--- src/rtl/packet_generator_pkg.sv ---
// Shared definitions for the packet generator and its sink/checker:
// FSM encoding, LFSR feedback taps and LFSR step/seed helpers.
package packet_generator_pkg;

  // Galois form of x^32 + x^22 + x^2 + x + 1, shifting towards bit 0
  localparam logic [31:0] LFSR_TAPS = 32'h8020_0003;

  localparam int unsigned PACKET_COUNT_W = 16;

  typedef enum logic [2:0] {
    S_IDLE = 3'd0,
    S_SEND = 3'd1,
    S_WAIT = 3'd2,
    S_GAP  = 3'd3,
    S_DONE = 3'd4
  } gen_state_e;

  function automatic logic [31:0] lfsr_next(input logic [31:0] value);
    lfsr_next = value[0] ? ({1'b0, value[31:1]} ^ LFSR_TAPS) : {1'b0, value[31:1]};
  endfunction

  // An all-zero LFSR would lock up, so a zero seed is replaced by 1
  function automatic logic [31:0] lfsr_seed(input logic [31:0] seed);
    lfsr_seed = (seed == 32'd0) ? 32'd1 : seed;
  endfunction

endpackage

--- src/rtl/packet_generator_lfsr32.sv ---
// 32-bit Galois LFSR payload source: reloads its seed on reset and
// advances one position per asserted step.
module lfsr32
  import packet_generator_pkg::*;
(
  input  logic        clk,
  input  logic        reset,
  input  logic [31:0] seed,
  input  logic        step,
  output logic [31:0] value
);

  logic [31:0] state_r;

  // LFSR register: seed on reset, advance on step, otherwise hold
  always_ff @(posedge clk) begin
    if (reset) begin
      state_r <= lfsr_seed(seed);
    end else if (step) begin
      state_r <= lfsr_next(state_r);
    end else begin
      state_r <= state_r;
    end
  end

  assign value = state_r;

endmodule

--- src/rtl/packet_generator.sv ---
// Multi-packet NoC traffic source on a 2-phase req/ack channel.
// Optional ack watchdog enabled by defining PACKET_GENERATOR_TIMEOUT_EN.
module packet_generator
  import packet_generator_pkg::*;
#(
  parameter int ID               = 0,
  parameter int SIZE             = 8,
  parameter int DESTINATION_BITS = 4,
  parameter int DESTINATION      = 0,
  parameter int FLITS            = 8,
  parameter int PACKETS          = 4,
  parameter int GAP              = 0,
  parameter int SEED             = 1,
  parameter int TIMEOUT          = 255
)(
  input  logic                      clk,
  input  logic                      reset,
  input  logic                      enable,
  input  logic                      ack,
  output logic                      req,
  output logic [SIZE-1:0]           data,
  output logic                      busy,
  output logic                      done,
  output logic [PACKET_COUNT_W-1:0] packets_sent,
  output logic                      error
);

  localparam int IDX_W = $clog2(FLITS + 1);
  localparam int GAP_W = (GAP > 1) ? $clog2(GAP) : 1;

  localparam logic [31:0]                 SEED_MIX  = 32'(SEED) ^ 32'(ID);
  localparam logic [IDX_W-1:0]            FLITS_C   = IDX_W'(FLITS);
  localparam logic [GAP_W-1:0]            GAP_LAST  = GAP_W'((GAP > 0) ? (GAP - 1) : 0);
  localparam logic [DESTINATION_BITS-1:0] DEST_C    = DESTINATION_BITS'(DESTINATION);
  localparam logic [PACKET_COUNT_W-1:0]   PACKETS_C = PACKET_COUNT_W'(PACKETS);
  localparam logic                        HAS_GAP   = (GAP > 0);
  localparam logic                        LIMITED   = (PACKETS != 0);

  gen_state_e                  state_r;
  gen_state_e                  state_next_s;
  logic                        ack_old_r;
  logic                        ack_received_s;
  logic [IDX_W-1:0]            flit_idx_r;
  logic [GAP_W-1:0]            gap_cnt_r;
  logic                        req_r;
  logic [SIZE-1:0]             data_r;
  logic                        busy_r;
  logic                        done_r;
  logic [PACKET_COUNT_W-1:0]   packets_sent_r;
  logic [31:0]                 lfsr_value_s;
  logic [SIZE-1:0]             flit_s;
  logic                        more_flits_s;
  logic                        count_reached_s;
  logic                        launch_s;
  logic                        packet_end_s;
  logic                        gap_run_s;
  logic                        timeout_s;
  logic                        unused_s;

  assign ack_received_s  = ack ^ ack_old_r;
  assign more_flits_s    = (flit_idx_r < FLITS_C);
  assign count_reached_s = LIMITED && ((packets_sent_r + 16'd1) == PACKETS_C);

  lfsr32 u_lfsr (
    .clk   (clk),
    .reset (reset),
    .seed  (SEED_MIX),
    .step  (launch_s),
    .value (lfsr_value_s)
  );

  // Flit formatter: head carries the destination, body carries LFSR payload
  always_comb begin
    if (flit_idx_r == {IDX_W{1'b0}}) begin
      flit_s = {1'b1, lfsr_value_s[SIZE-2:DESTINATION_BITS], DEST_C};
    end else begin
      flit_s = {1'b0, lfsr_value_s[SIZE-2:0]};
    end
  end

  // FSM state register
  always_ff @(posedge clk) begin
    if (reset) begin
      state_r <= S_IDLE;
    end else begin
      state_r <= state_next_s;
    end
  end

  // FSM next-state logic; an ack arriving with the timeout takes priority
  always_comb begin
    state_next_s = state_r;
    case (state_r)
      S_IDLE: begin
        if (enable && !done_r) state_next_s = S_SEND;
        else                   state_next_s = S_IDLE;
      end
      S_SEND: state_next_s = S_WAIT;
      S_WAIT: begin
        if (ack_received_s) begin
          if (more_flits_s)         state_next_s = S_SEND;
          else if (count_reached_s) state_next_s = S_DONE;
          else if (HAS_GAP)         state_next_s = S_GAP;
          else                      state_next_s = S_IDLE;
        end else if (timeout_s) begin
          state_next_s = S_DONE;
        end else begin
          state_next_s = S_WAIT;
        end
      end
      S_GAP: begin
        if (gap_cnt_r == GAP_LAST) state_next_s = S_IDLE;
        else                       state_next_s = S_GAP;
      end
      S_DONE:  state_next_s = S_DONE;
      default: state_next_s = S_IDLE;
    endcase
  end

  // FSM output decode: per-cycle strobes steering the datapath registers
  always_comb begin
    launch_s     = 1'b0;
    packet_end_s = 1'b0;
    gap_run_s    = 1'b0;
    case (state_r)
      S_SEND: launch_s = 1'b1;
      S_WAIT: begin
        if (ack_received_s && !more_flits_s) packet_end_s = 1'b1;
        else                                 packet_end_s = 1'b0;
      end
      S_GAP:   gap_run_s = 1'b1;
      default: launch_s  = 1'b0;
    endcase
  end

  // Datapath: ack edge detector, flit launch, packet accounting, gap timer
  always_ff @(posedge clk) begin
    if (reset) begin
      ack_old_r      <= 1'b0;
      req_r          <= 1'b0;
      data_r         <= {SIZE{1'b0}};
      busy_r         <= 1'b0;
      done_r         <= 1'b0;
      packets_sent_r <= {PACKET_COUNT_W{1'b0}};
      flit_idx_r     <= {IDX_W{1'b0}};
      gap_cnt_r      <= {GAP_W{1'b0}};
    end else begin
      ack_old_r <= ack;
      if (launch_s) begin
        data_r     <= flit_s;
        req_r      <= ~req_r;
        busy_r     <= 1'b1;
        flit_idx_r <= flit_idx_r + IDX_W'(1);
      end else if (packet_end_s) begin
        packets_sent_r <= packets_sent_r + 16'd1;
        busy_r         <= 1'b0;
        flit_idx_r     <= {IDX_W{1'b0}};
        if (count_reached_s) done_r <= 1'b1;
      end
      if (gap_run_s) gap_cnt_r <= gap_cnt_r + GAP_W'(1);
      else           gap_cnt_r <= {GAP_W{1'b0}};
    end
  end

`ifdef PACKET_GENERATOR_TIMEOUT_EN
  localparam int TO_W = (TIMEOUT > 1) ? $clog2(TIMEOUT) : 1;
  localparam logic [TO_W-1:0] TO_LAST = TO_W'((TIMEOUT > 0) ? (TIMEOUT - 1) : 0);

  logic [TO_W-1:0] timeout_cnt_r;
  logic            error_r;

  assign timeout_s = (state_r == S_WAIT) && !ack_received_s && (timeout_cnt_r == TO_LAST);

  // Ack watchdog: counts WAIT cycles, restarts for every flit, error is sticky
  always_ff @(posedge clk) begin
    if (reset) begin
      timeout_cnt_r <= {TO_W{1'b0}};
      error_r       <= 1'b0;
    end else begin
      if (state_r == S_WAIT) timeout_cnt_r <= timeout_cnt_r + TO_W'(1);
      else                   timeout_cnt_r <= {TO_W{1'b0}};
      if (timeout_s) error_r <= 1'b1;
      else           error_r <= error_r;
    end
  end

  assign error = error_r;
`else
  assign timeout_s = 1'b0;
  assign error     = 1'b0;
`endif

  // Upper LFSR bits beyond the flit width are intentionally not transmitted
  assign unused_s = ^{lfsr_value_s, 32'(TIMEOUT)};

  assign req          = req_r;
  assign data         = data_r;
  assign busy         = busy_r;
  assign done         = done_r;
  assign packets_sent = packets_sent_r;

endmodule

--- config.mk ---
export PLATFORM = sky130hd
export DESIGN_NAME = packet_generator
export DESIGN_NICKNAME = d
export VERILOG_FILES = /design/src/rtl/packet_generator_pkg.sv /design/src/rtl/packet_generator_lfsr32.sv /design/src/rtl/packet_generator.sv
export SDC_FILE = /design/constraint.sdc
export NUM_CORES = 1
export LEC_CHECK = 0
export ABC_AREA = 1
export CELL_PAD_IN_SITES_DETAIL_PLACEMENT = 0
export CELL_PAD_IN_SITES_GLOBAL_PLACEMENT = 1
export CORE_MARGIN = 2
export CORE_UTILIZATION = 35
export CTS_CLUSTER_SIZE = 30
export DETAILED_ROUTE_END_ITERATION = 8
export PLACE_DENSITY = 0.7
export RECOVER_POWER = 100
export SLEW_MARGIN = 10
export SYNTH_ARGS = -nofsm -noshare
export SYNTH_HDL_FRONTEND = slang
export SYNTH_SLANG_ARGS = --single-unit
--- constraint.sdc ---
create_clock -name clk -period 1.4 [get_ports clk]
set_input_delay 0.28 -clock clk [delete_from_list [all_inputs] [get_ports clk]]
set_output_delay 0.28 -clock clk [all_outputs]
set_load 0.01 [all_outputs]
* After elaboration in Yosys (flattened, before gate mapping)
Index checks and enable logic that the tools add are counted.
** Storage, ports and cells
- Flip-flop bits (word level) :: 68
- Latch bits :: 0
- Bits in writable memories :: 0
- Bits in read-only memories :: 0
- Input bits :: 4
- Output and inout bits :: 28
- Memories :: 0
** Operators by class
- Add/sub/neg operators :: 3
- Multiply operators :: 0
- Divide/modulo/power cells :: 0
- Magnitude comparators :: 1
- Equality and inequality tests :: 5
- Shifts and indexed selects :: 0
- Mux-type cells :: 16
- Bitwise gates (word level) :: 5
- Reductions and logical operators :: 10
** Operators by type and width (count)
- 32-bit two-way mux :: 1
- 16-bit by 1-bit adder with 16-bit output (second input constant) :: 1
- 16-bit by 3-bit equality test with 1-bit output (second input constant) :: 1
- 3-bit case mux with 5 select lines :: 1
- 3-bit two-way mux :: 3
- 4-bit two-way mux :: 2
- 8-bit two-way mux :: 1
- 1-bit two-way mux :: 7
- 3-bit by 2-bit equality test with 1-bit output (second input constant) :: 2
- 4-bit by 1-bit adder with 4-bit output (second input constant) :: 1
- 4-bit zero test :: 1
- 4-bit < comparator (second input constant) :: 1
- 3-bit inverter with 4-bit output :: 1
- 3-bit by 1-bit equality test with 1-bit output (second input constant) :: 1
- 3-bit equality test (second input constant) :: 1
- 3-bit zero test :: 1
- 1-bit inverter :: 3
- 3-bit AND reduction :: 1
- 1-bit logical AND :: 2
- 1-bit zero test :: 2
- 2-bit two-way mux :: 1
- 2-bit AND reduction :: 1
- 2-bit nonzero test :: 1
- 2-bit OR reduction :: 1
- other kinds (2) :: 2

* Longest topological paths before layout
Gate-level depths: netlist of the first run.
- Depth in word-level cells :: 7
- Mapped depth :: 12
- Gate-level depth less buffers :: 12

* By module
From an unflattened synthesis of the first run, not the netlist that was laid out.
** Second synthesis, totals
- Cell total of the unflattened synthesis :: 435
- Area, all modules :: 3370.7 µm²
** Modules (own cells, without submodules)
- packet_generator :: instances 1, cells an instance 265, area an instance 1841.8 µm², sequential area each 720.7 µm²
- lfsr32 :: instances 1, cells an instance 170, area an instance 1529.0 µm², sequential area each 960.9 µm²

* Worst setup path after synthesis of the first run
OpenSTA, ideal clock, no wires.
- Path kind :: register to register
- Start :: reg packets_sent_r[1] (netlist: packets_sent[1])
- End :: reg done_r (netlist: done)
- Data arrival time :: 1.501 ns
- Required time :: 1.335 ns
- Slack :: -0.166 ns
- Stages on the path, launching flop included :: 12
- Path through :: dfxtp_1 -> ha_1 -> nand3_1 -> nor2_1 -> nand2_1 -> nand2_1 -> nand2_1 -> nor2_1 -> nand3_1 -> nor2_1 -> nor2_1 -> nor2_1
** On the way
- Word-level cells in the longest chain between the ends :: 3
** RTL lines
- from (decl) :: line packet_generator.sv:49 : logic [PACKET_COUNT_W-1:0] packets_sent_r;
- from (signal assigned) :: line packet_generator.sv:144 : packets_sent_r <= {PACKET_COUNT_W{1'b0}};
- from (signal assigned) :: line packet_generator.sv:155 : packets_sent_r <= packets_sent_r + 16'd1;
- 16-bit by 1-bit adder with 16-bit output :: line packet_generator.sv:62 : assign count_reached_s = LIMITED && ((packets_sent_r + 16'd1) == PACKETS_C);
- 16-bit by 3-bit equality test with 1-bit output :: line packet_generator.sv:62
- 3-bit AND reduction (no source line)
- to (signal assigned) :: line packet_generator.sv:143 : done_r <= 1'b0;
- to (signal assigned) :: line packet_generator.sv:158 : if (count_reached_s) done_r <= 1'b1;
- to (decl) :: line packet_generator.sv:48 : logic done_r;
Every way passes these cells.
A chain may end at the register's enable or synchronous reset.

* Final worst setup path of the first run
Ends and elaborated chain as after synthesis.

==> key figures, run 1 <==
Status
  – Status: finished with violations
  – Failing checks: setup timing

Place
  – Worst slack, placed: -0.360 ns
  – Final Wtd Congestion: 0.751
  – Detailed placement HPWL: 4.63 mm
  – IO Port Bufs: 30

Die
  – # IOs: 32
  – Placement Rows: 33
  – Die ar.: 0.00896 mm2
  – Core ar.: 0.00809 mm2
  – DIE HEIGHT: 94.7 um
  – Initial core utilization: 35.6%
  – Die Width: 94.7 um

Synthesis
  – Netlist area before placement: 0.00288 mm2
  – Number of flops mapped to enable cells by yosys: 0
  – Main synth FF type: dfxtp_1
  – Async S/R FF share, synth: 0%
  – Synth warn: 0
  – Syn_nets: 413
  – Sequential share of the synthesized area: 45.2%
  – Yosys top cell area share: 45.2%
  – Mapped Cells: 405
  – Leading area contributor after synthesis: dfxtp_1
  – Seq cells post-synth: 65
  – Ranking of synthesized cells by area: dfxtp_1 (45%), nor2_1 (12%), o21ai_0 (7.8%), nand2_1 (7.6%), inv_1 (5.1%)
  – Syn_area_per_cell: 7.11 um2
  – Post-synth cell types: 31

Clock tree
  – Clk_lat worst skew: 0.34 ns
  – CTS Sinks: 65
  – Worst-path clk slew: 0.08 ns
  – Clock Path Buffers: 2
  – Clock root buffer: clkbuf_8
  – CTS Buf Count: 9
  – Hold_buf cts: 0
  – CTS tree: done
  – CTS H-tree depth: 3

Global route
  – First-pass GRT wire length: 11.0 mm
  – Total track usage: 15.7%
  – Congestion Overflow GR: 0
  – Vias in the first global route: 2480
  – Largest net degree at the start of global routing: 25
  – Initial antenna violation count: 0

Worst setup path
  – Critical path launch point type: flip-flop
  – Largest fanout on the critical path: 5
  – Crit Path Class: reg2reg
  – Most Frequent Cell on Critical Path: nor2_1
  – Setup crit end kind: flip-flop
  – Arrival time worst endpoint: 1.79 ns
  – Critical path, cell by cell: ha_4 -> nand3_4 -> inv_4 -> buf_4 -> nand4_1 -> nand2_1 -> nor2_1 -> nand3_1 -> nor2_2 -> nor2_1 -> nor2_1
  – Worst path slowest cell: dfxtp_4
  – Largest stage delay on the critical path: 0.36 ns
  – Req. time, crit path: 1.67 ns

Layout
  – P&R area growth vs syn: 38.6%
  – Diode count: 0
  – Ratio of cells with drive above 1 in the final layout: 23.9%
  – # nets final: 489

Route
  – Vias per std cell: 4.66
  – Final WL: 6.82 mm
  – DRC: 0
  – Antenna-violating nets left: 0
  – Initial drt markers: 82
  – DRT Pass-1 Iters: 4
  – Vias: 2752
  – Wirelength per Cell: 11.5 um

Timing
  – Setup Viol. Count Final: 11
  – Part of the cycle the worst path needs: 109%
  – Final Hold Viols: 0
  – FMAX: 656 MHz
  – Post-route setup slack: -0.124 ns
  – Slew Limit Fails: 0
  – Hold Worst Slack: 0.200 ns
  – Unrepaired setup endpoints after global routing: true
  – Final Critical Period: 1.52 ns
  – Clock Skew: 0.00749 ns

Power and ir drop
  – Power, Total: 4.43 mW
  – P per Cell Area: 1110 mW/mm2
  – Static leakage: 1.84 nW
  – Worst VDD drop: 0.695 mV

Flow run
  – Max cap viols: 0

Min path
  – Hold Path Class: in2reg
==> state kept, by name, summed over array words and instances (netlist names) <==
signal,cells
u_lfsr.value,29
busy,1
gap_cnt_r,1
state_r,3
done,1
flit_idx_r,4
ack_old_r,1
req,1
packets_sent,16
data,8
==> placed cells by master (no fill, tap or decap), drive strengths merged, types with 3 or more instances in the layout <==
master and count:
nor2 97, dfxtp 65, nand2 60, buf 50, o21ai 47, inv 38
a21oi 27, dlygate4sd2 21, nand3 19, clkbuf 17, nand4 6, clkinv 5
bufinv 4, clkdlybuf4s15 4, ha 4, nor3 3, a211oi 3
==> Yosys cell counts (all sizes together) (3+ instances only) <==
library cell,instances
nand4,6
a211oi,3
o21ai,47
nand3,19
nor3,3
nand2,60
nor2,97
ha,4
dfxtp,65
a21oi,27
inv,40
buf,9
clkbuf,12
==> area by class of cell <==
type	count	area, um2
well taps	105	131
inverters	40	155
multi-input cells	279	1400
repair buffers	86	712
clock inverters	7	143
clock buffers	9	124
fillers	869	4100
flip-flops and latches	65	1330
==> cell families (layout without fill, tap and decap cells) <==
group,after synthesis,in the layout,share of synthesized area [%]
buffers and inverters,61,142,8.70
flip-flops,65,65,45.2
AND/OR/NAND/NOR,188,188,28.0
AO/OA/AOI/OAI,85,85,15.9
adder cells (fa/ha/maj),4,4,1.74
XOR/XNOR,1,1,0.304
other,1,1,0.130
==> power by group <==
| part | total (mW) | switching [mW] | leakage (nW) | internal (mW) |
|---|---|---|---|---|
| Sequential | 1.98 | 0.0478 | 0.537 | 1.94 |
| Clock | 2.11 | 0.748 | 0.133 | 1.37 |
| Combinational | 0.331 | 0.196 | 1.17 | 0.135 |
| Total | 4.43 | 0.992 | 1.84 | 3.44 |
==> metrics by stage <==
stage	instances	TNS, ns	cell area [um2]	utilization [%]
after global routing	591	-6.54	3990	49.3
after global placement	566	-6.61	3600	44.5
after CTS	583	-0.235	3890	48.1
after floorplan	405	0	2900	-
after detailed placement	566	-7.20	3600	44.5
final	591	-0.430	3990	49.3
==> metal layers <==
layer  part of all wire (%)  up-vias  global-route usage (%)
met5                      0        -                       0
met4                    1.7        0                    6.28
met3                    2.8       12                    3.19
met2                     49       38                    26.2
met1                     47     1250                    19.7
li1                       -     1452                       -
==> timing repair <==
| item | CTS | global route |
|---|---|---|
| gates resized for setup | 53 | 22 |
| cloned | 0 | 1 |
| endpoints found under the setup margin | 36 | 47 |
| hold endpoints to repair | 0 | 0 |
| pin swaps | 9 | 2 |
| buffers inserted | 1 | 7 |
==> critical path, delay by kind of cell, from the launching register on <==
| kind | cells | cell delay [ns] |
|---|---|---|
| flops | 1 | 0.36 |
| buf+inv | 2 | 0.19 |
| simple gates | 8 | 0.73 |
| fa+ha+maj | 1 | 0.18 |
==> path summary, 6_finish.rpt <==
kind / startpoint / endpoint / slack, ns / cells past startpoint
max: packets_sent[1]$_SDFFE_PP0P_ / done$_SDFFE_PP0P_ / -0.12 / 11
min reg2reg: gap_cnt_r$_SDFF_PP0_ / gap_cnt_r$_SDFF_PP0_ / 0.43 / 1
max reg2reg: packets_sent[1]$_SDFFE_PP0P_ / done$_SDFFE_PP0P_ / -0.12 / 11
min: ack / ack_old_r$_SDFF_PP0_ / 0.20 / 3
(Power assumes the default switching activity.)
==> run 2, diff against run 1 <==
--- a/config.mk
+++ b/config.mk
@@ -5,15 +5,15 @@
 export SDC_FILE = /design/constraint.sdc
 export NUM_CORES = 1
 export LEC_CHECK = 0
-export ABC_AREA = 1
 export CELL_PAD_IN_SITES_DETAIL_PLACEMENT = 0
 export CELL_PAD_IN_SITES_GLOBAL_PLACEMENT = 1
 export CORE_MARGIN = 2
-export CORE_UTILIZATION = 35
+export CORE_UTILIZATION = 37
 export CTS_CLUSTER_SIZE = 30
 export DETAILED_ROUTE_END_ITERATION = 8
-export PLACE_DENSITY = 0.7
+export PLACE_DENSITY = 0.71
 export RECOVER_POWER = 100
+export REMOVE_ABC_BUFFERS = 1
 export SLEW_MARGIN = 10
 export SYNTH_ARGS = -nofsm -noshare
 export SYNTH_HDL_FRONTEND = slang
==> run 2 against run 1 <==
Effect of this change: the run still ends with setup timing left; clock skew rose by 0.0014 ns; first-iteration DRC count rose by 17%; clock power fell by 14%; critical path type unchanged; critical endpoint unchanged; largest cell class unchanged; highest routed layer unchanged.
==> key figures, run 2 <==
Flow run
  – Max cap viols: 0 (unchanged)

Layout
  – Commonest non-fill, non-tap cells in the layout: nand2_1 (75), dfxtp_1 (54), buf_4 (38), a21oi_1 (36), nor2_1 (30)
  – # nets final: 404 (-17%)
  – Post-layout util: 51.2% (+1.9 points)
  – P&R area growth vs syn: 35.4%
  – Multi-input combinational cell area: 0.00139 mm2 (-0.27%)
  – Max reg flops: 29 (unchanged)
  – Diode count: 0 (unchanged)
  – Register area: 0.00132 mm2 (-0.38%)
  – Most common cell after layout, fill and taps aside: nand2_1
  – Fillcell total: 747 (-14%)
  – Ratio of cells with drive above 1 in the final layout: 25.7% (+1.8 points)

Timing
  – Final Hold Viols: 0 (unchanged)
  – Final Critical Period: 1.61 ns (+0.0846 ns)
  – FMAX: 622 MHz (-5.3%)
  – Post-route setup slack: -0.208 ns (-0.0846 ns)
  – Part of the cycle the worst path needs: 115% (+6.0 points)
  – Clock Skew: 0.00887 ns (+0.00137 ns)
  – Hold Worst Slack: 0.331 ns (+0.132 ns)
  – Slew Limit Fails: 0 (unchanged)
  – Unrepaired setup endpoints after global routing: true
  – Setup Viol. Count Final: 5 (-6)

Place
  – Detailed placement HPWL: 4.04 mm (-13%)
  – IO Port Bufs: 30 (unchanged)
  – Final Wtd Congestion: 0.793 (+5.5%)

Synthesis
  – Async S/R FF share, synth: 0% (unchanged)
  – Yosys top cell area share: 47.7% (+2.4 points)
  – Post-synth cell types: 42 (+35%)
  – Leading cell types by count after synthesis: nand2_1 (76), dfxtp_1 (65), a21oi_1 (37)
  – Sequential share of the synthesized area: 47.7% (+2.4 points)
  – Syn_area_per_cell: 8.32 um2 (+17%)
  – Mapped Cells: 328 (-19%)
  – Netlist area before placement: 0.00273 mm2 (-5.1%)
  – Cell with the most instances after synthesis: nand2_1
  – Main synth FF type: dfxtp_1
  – Synth warn: 0 (unchanged)
  – Ranking of synthesized cells by area: dfxtp_1 (48%), nand2_1 (10%), a21oi_1 (6.8%), xor2_1 (5.5%), nor2_1 (4.4%)
  – Seq cells post-synth: 65 (unchanged)
  – Number of flops mapped to enable cells by yosys: 0 (unchanged)
  – Leading area contributor after synthesis: dfxtp_1

Route
  – DRC: 0 (unchanged)
  – Vias per std cell: 4.71 (+1.1%)
  – Wirelength per Cell: 12.2 um (+5.5%)
  – DRT Pass-1 Iters: 4 (unchanged)
  – Final WL: 6.09 mm (-11%)
  – Antenna-violating nets left: 0 (unchanged)
  – Vias: 2354 (-14%)
  – Initial drt markers: 96 (+17%)

Worst setup path
  – Largest stage delay on the critical path: 0.37 ns (about the same)
  – Setup crit start: packets_sent[0]$_SDFFE_PP0P_
  – Critical path launch point type: flip-flop
  – Largest fanout on the critical path: 3 (-2)
  – Crit-path leading delay family: simple AND/OR/NAND/NOR gates
  – Crit Path Class: reg2reg
  – Arrival time worst endpoint: 1.84 ns (+0.05 ns)
  – Worst path slowest cell: dfxtp_4
  – Critical path, cell by cell: ha_4 -> nand4_1 -> and2b_1 -> mux2i_2 -> nor4_4 -> a21o_2
  – R2R Path Start: packets_sent[0]$_SDFFE_PP0P_
  – Req. time, crit path: 1.63 ns (-0.04 ns)
  – Worst path bufs/invs: 0 (-2)
  – Setup crit end kind: flip-flop

Global route
  – Congestion Overflow GR: 0 (unchanged)
  – GR Util met2: 25.6% (-0.61 points)
  – Initial antenna violation count: 0 (unchanged)
  – Met1 usage: 20.2% (+0.51 points)
  – Largest net degree at the start of global routing: 37 (+48%)
  – Vias in the first global route: 2268 (-8.5%)
  – GR peak layer: met2
  – GRT met3 Usage: 5.20% (+2.0 points)
  – First-pass GRT wire length: 10.4 mm (-5.3%)
  – Total track usage: 15.7% (+0.052 points)

Die
  – Initial core utilization: 37.8% (+2.3 points)
  – Placement Rows: 31 (-6.1%)
  – Die ar.: 0.00808 mm2 (-9.8%)
  – DIE HEIGHT: 89.9 um (-5.0%)
  – Core ar.: 0.00721 mm2 (-11%)
  – # IOs: 32 (unchanged)
  – Die Width: 89.9 um (-5.0%)

Power and ir drop
  – Pint: 3.02 mW (-12%)
  – Psw: 0.919 mW (-7.3%)
  – Clock share of power: 45.9% (-1.8 points)
  – Static leakage: 1.51 nW (-18%)
  – Worst VDD drop: 0.580 mV (-16%)
  – P per Cell Area: 1070 mW/mm2 (-4.0%)
  – Logic gate share of total power: 6.1% (-1.4 points)
  – Switching Share: 23.3% (+0.94 points)
  – Reg power frac: 48.0% (+3.2 points)

Clock tree
  – Hold_buf cts: 0 (unchanged)
  – Worst-path clk slew: 0.08 ns (about the same)
  – CTS Sinks: 65 (unchanged)
  – CTS H-tree depth: 3 (unchanged)
  – CTS tree: done
  – Clock Path Buffers: 2 (unchanged)
  – CTS Buf Count: 9 (unchanged)
  – Clock root buffer: clkbuf_8
  – Clk_lat worst skew: 0.34 ns (about the same)

Min path
  – Hold Path Class: in2reg
  – Startpoint of the worst hold path: reset

Status
  – Failing checks: setup timing
  – Status: finished with violations
[run 2: cell count changes in the layout (fill, tap and decap cells not counted), moves of 5 or more]
cell,change
a21oi_1,+9
buf_4,-8
clkbuf_2,+7
dlygate4sd2_1,-5
inv_1,-33
nand2_1,+23
nand2_2,-8
nand3_1,-11
nor2_1,-57
o21ai_0,-42
xnor2_1,+8
xor2_1,+17
[run 2: metal layers]
layer	up-vias	wire length, um	part of all wire [%]
li1	1225	-	-
met1	1081	2860	47
met2	42	2950	48
met3	6	229	3.8
met4	0	48	0.79
met5	-	0	0
[run 2: final cells by class]
class | count | area share (%)
clock inverter | 6 | 2.44
timing repair buffer | 80 | 16.7
clock buffer | 10 | 3.72
tap | 99 | 3.35
sequential | 65 | 35.8
multi-input combinational | 237 | 37.7
inverter | 3 | 0.305
[run 2: through the flow]
stage                     TNS [ns]  power, mW  instances  area [um2]  setup WS [ns]
after CTS                   -0.448       4.01        500        3720         -0.217
after global placement       -8.32       2.19        481        3410         -0.514
final                       -0.516       3.94        500        3700         -0.208
after floorplan              -9.32       2.05        305        2620         -0.524
after detailed placement     -8.82       2.20        481        3410         -0.527
after global routing         -3.87       4.12        500        3700         -0.369
[run 2: worst reg2reg max path, delay by kind of cell (launching register included)]
kind	cells	cell delay, ns
muxes	1	0.29
adders and majority gates	1	0.14
AOI/OAI and AO/OA	1	0.19
and+or+nand+nor	3	0.52
DFF	1	0.37
[run 2: final timing paths]
check                                               endpoint  slack, ns  cells past startpoint
worst max-delay path                       done$_SDFFE_PP0P_      -0.21                      6
worst min-delay path            u_lfsr.value[0]$_SDFFE_PP1P_       0.33                      4
worst max register to register             done$_SDFFE_PP0P_      -0.21                      6
worst min register to register  u_lfsr.value[9]$_SDFFE_PP0P_       0.44                      2
[run 2: what timing repair did]
action                                  4_1_cts  5_1_grt
endpoints found under the hold margin         0        0
gates resized for setup                      63       19
setup buffers                                 3        0
endpoints found under the setup margin       43       29
pin swaps                                    12       10
[run 2: logic make-up after synthesis]
group | synth area share, %
AO/OA/AOI/OAI | 10.5
XOR/XNOR | 8.66
adder cells (fa/ha/maj) | 1.83
buffers and inverters | 4.31
flip-flops | 47.7
multiplexers | 0.733
other | 0.137
AND/OR/NAND/NOR | 26.1
[run 2: power groups by stage]
stage	clock [mW]	sequential [mW]	combinational, mW
floorplan	0	1.95	0.104
global placement	0	1.94	0.256
detailed placement	0	1.94	0.257
CTS	1.86	1.89	0.256
global route	1.95	1.90	0.272
finish	1.81	1.89	0.241
==> RTL edit: new RTL, settings of run 2 <==
Add a define of `PACKET_GENERATOR_TIMEOUT_EN`.
--- a/src/rtl/packet_generator.sv
+++ b/src/rtl/packet_generator.sv
@@ -1,5 +1,7 @@
 // Multi-packet NoC traffic source on a 2-phase req/ack channel.
 // Optional ack watchdog enabled by defining PACKET_GENERATOR_TIMEOUT_EN.
+`define PACKET_GENERATOR_TIMEOUT_EN
+
 module packet_generator
   import packet_generator_pkg::*;
 #(
Behaviour: same outputs for any inputs over 10 cycles, from zero or initial values and one cycle with reset high; that may be too few to reach the edited logic, so the function may still have changed.
==> RTL edit against run 2 <==
Final cell count grew 15%; synthesized cell count grew 14%; first-iteration DRC count shrank 11%; final area grew 24%; sequential cell count grew 9; largest cell class unchanged; wire length grew 29%; critical path depth grew 1; clock power is essentially flat; via count grew 21%; setup slack lost 0.29 ns; total power grew 10%; area after synthesis grew 15%; the flow still finishes with violations (setup timing).
==> RTL edit: results <==
run_status:
  violations_in_the_final_reports: "setup timing"
  status: "finished with violations"
synth:
  async_flop_share_pct: 0
  seq_area_frac_synth_pct: 47.3
  yosysWarningCount: 0
  syn-instance-count: 374
  synth-main-ff-cell: "sky130_fd_sc_hd__dfxtp_1"
  synthTopCellsByCount: "74 x sky130_fd_sc_hd__dfxtp_1, 71 x sky130_fd_sc_hd__nand2_1, 43 x sky130_fd_sc_hd__nor2_1"
  synth.distinct_cells: 45
  synth_area_leaders: "sky130_fd_sc_hd__dfxtp_1 47%, sky130_fd_sc_hd__nand2_1 8.5%, sky130_fd_sc_hd__a21oi_1 6.4%, sky130_fd_sc_hd__nor2_1 5.2%, sky130_fd_sc_hd__xor2_1 3.6%"
setup_path:
  worst-endpoint-arrival_ns: 2.15
  crit_path_max_fanout: 3
  slowest_delay_ns: 0.38
  worst_path_dominant_cell_family: "compound AO/OA/AOI/OAI gates"
  timing.critical_path.slowest_stage_cell: "sky130_fd_sc_hd__a2111o_1"
cts:
  cts.clk_slew.worst_paths_ns: 0.08
  worst_skew_pair.late_latency_ns: 0.34
  cts_made_buffers: 9
  worst_case_clock_buffer_depth: 2
  clk_root_buffer_cell: "sky130_fd_sc_hd__clkbuf_8"
place:
  detailedPlacementHpwl_mm: 4.85
  dpl_worst_slack_ns: -0.592
  numPortBuffers: 31
  place_congestion: 0.817
  total_placed_cells_including_tap_cells: 544
  placedInstanceArea_sq_mm: 0.00392
timing:
  finalHoldWorstSlack_ns: 0.352
  final.setup.worst_slack_ns: -0.499
  setup_violations: 32
  setup_total_negative_slack_ns: -3.49
  worst_clock_skew_ns: 0.00842
grt:
  grt_start_max_net_pins: 34
  grt_pass1_wl_mm: 12.5
  grt_pass1_vias: 2658
  grt_use_total_pct: 17.4
power_and_ir_drop:
  total_leakage_power_nw: 1.76
  vdd_drop_max_uv: 614
route:
  wl_per_cell_um: 13.7
  drt_iter0_drc: 85
  vias: 2842
  dr.pass1.iters: 4
  wl_mm: 7.87
final_layout:
  final.fill_count: 787
  design.final.nets: 475
  flip_flop_count_of_the_largest_register_after_layout: 29
  post_route_cells_drive_above_1_share_pct: 33.5
worst_hold_path:
  hold_path_class: "input port to flop"
[RTL edit: final cells by class]
cell class	instances	area, sq um	area share [%]
Clock buffer	10	138	3.00
Clock inverter	5	78.8	1.72
Inverter	6	22.5	0.491
Multi-Input combinational cell	272	1830	39.9
Sequential cell	74	1500	32.6
Tap cell	105	131	2.86
Timing Repair Buffer	102	891	19.4
[RTL edit: routing by layer]
metal	wire length, um	share of wire [%]	GRT usage, %	up-vias
met2	3740	47	27.9	47
met4	118	1.5	5.48	0
met3	275	3.5	4.54	10
met1	3740	48	22.8	1345
met5	0	0	0	-
li1	-	-	-	1440
[RTL edit: path summary, 6_finish.rpt]
path                          from          endpoint  cells after the start
setup / recovery   packets_sent[0]              done                      7
hold / removal                 ack         ack_old_r                      2
setup reg to reg   packets_sent[0]              done                      7
hold reg to reg   u_lfsr.value[27]  u_lfsr.value[26]                      2
[RTL edit: where the power goes]
| part | total (mW) | leakage (nW) | internal, mW | switching [mW] |
|---|---|---|---|---|
| Sequential | 2.16 | 0.603 | 2.14 | 0.0231 |
| Combinational | 0.374 | 1.04 | 0.173 | 0.201 |
| Clock | 1.81 | 0.112 | 1.04 | 0.770 |
[RTL edit: repair_timing]
action / 4_1_cts / 5_1_grt
buffers inserted: 7 / 8
endpoints found under the setup margin: 72 / 44
resized for setup: 93 / 51
gates cloned: 1 / 1
pin swaps: 24 / 26
[RTL edit: cells by family (layout without fill, tap and decap cells)]
logic type	after synthesis	after routing	share of synthesized area, %
buffers and inverters	28	123	3.88
muxes	2	2	0.640
AOI/OAI and AO/OA	64	64	12.4
and+or+nand+nor	175	175	26.4
xor gates and xnor gates	25	25	6.99
DFF	74	74	47.3
adders and majority gates	6	6	2.40
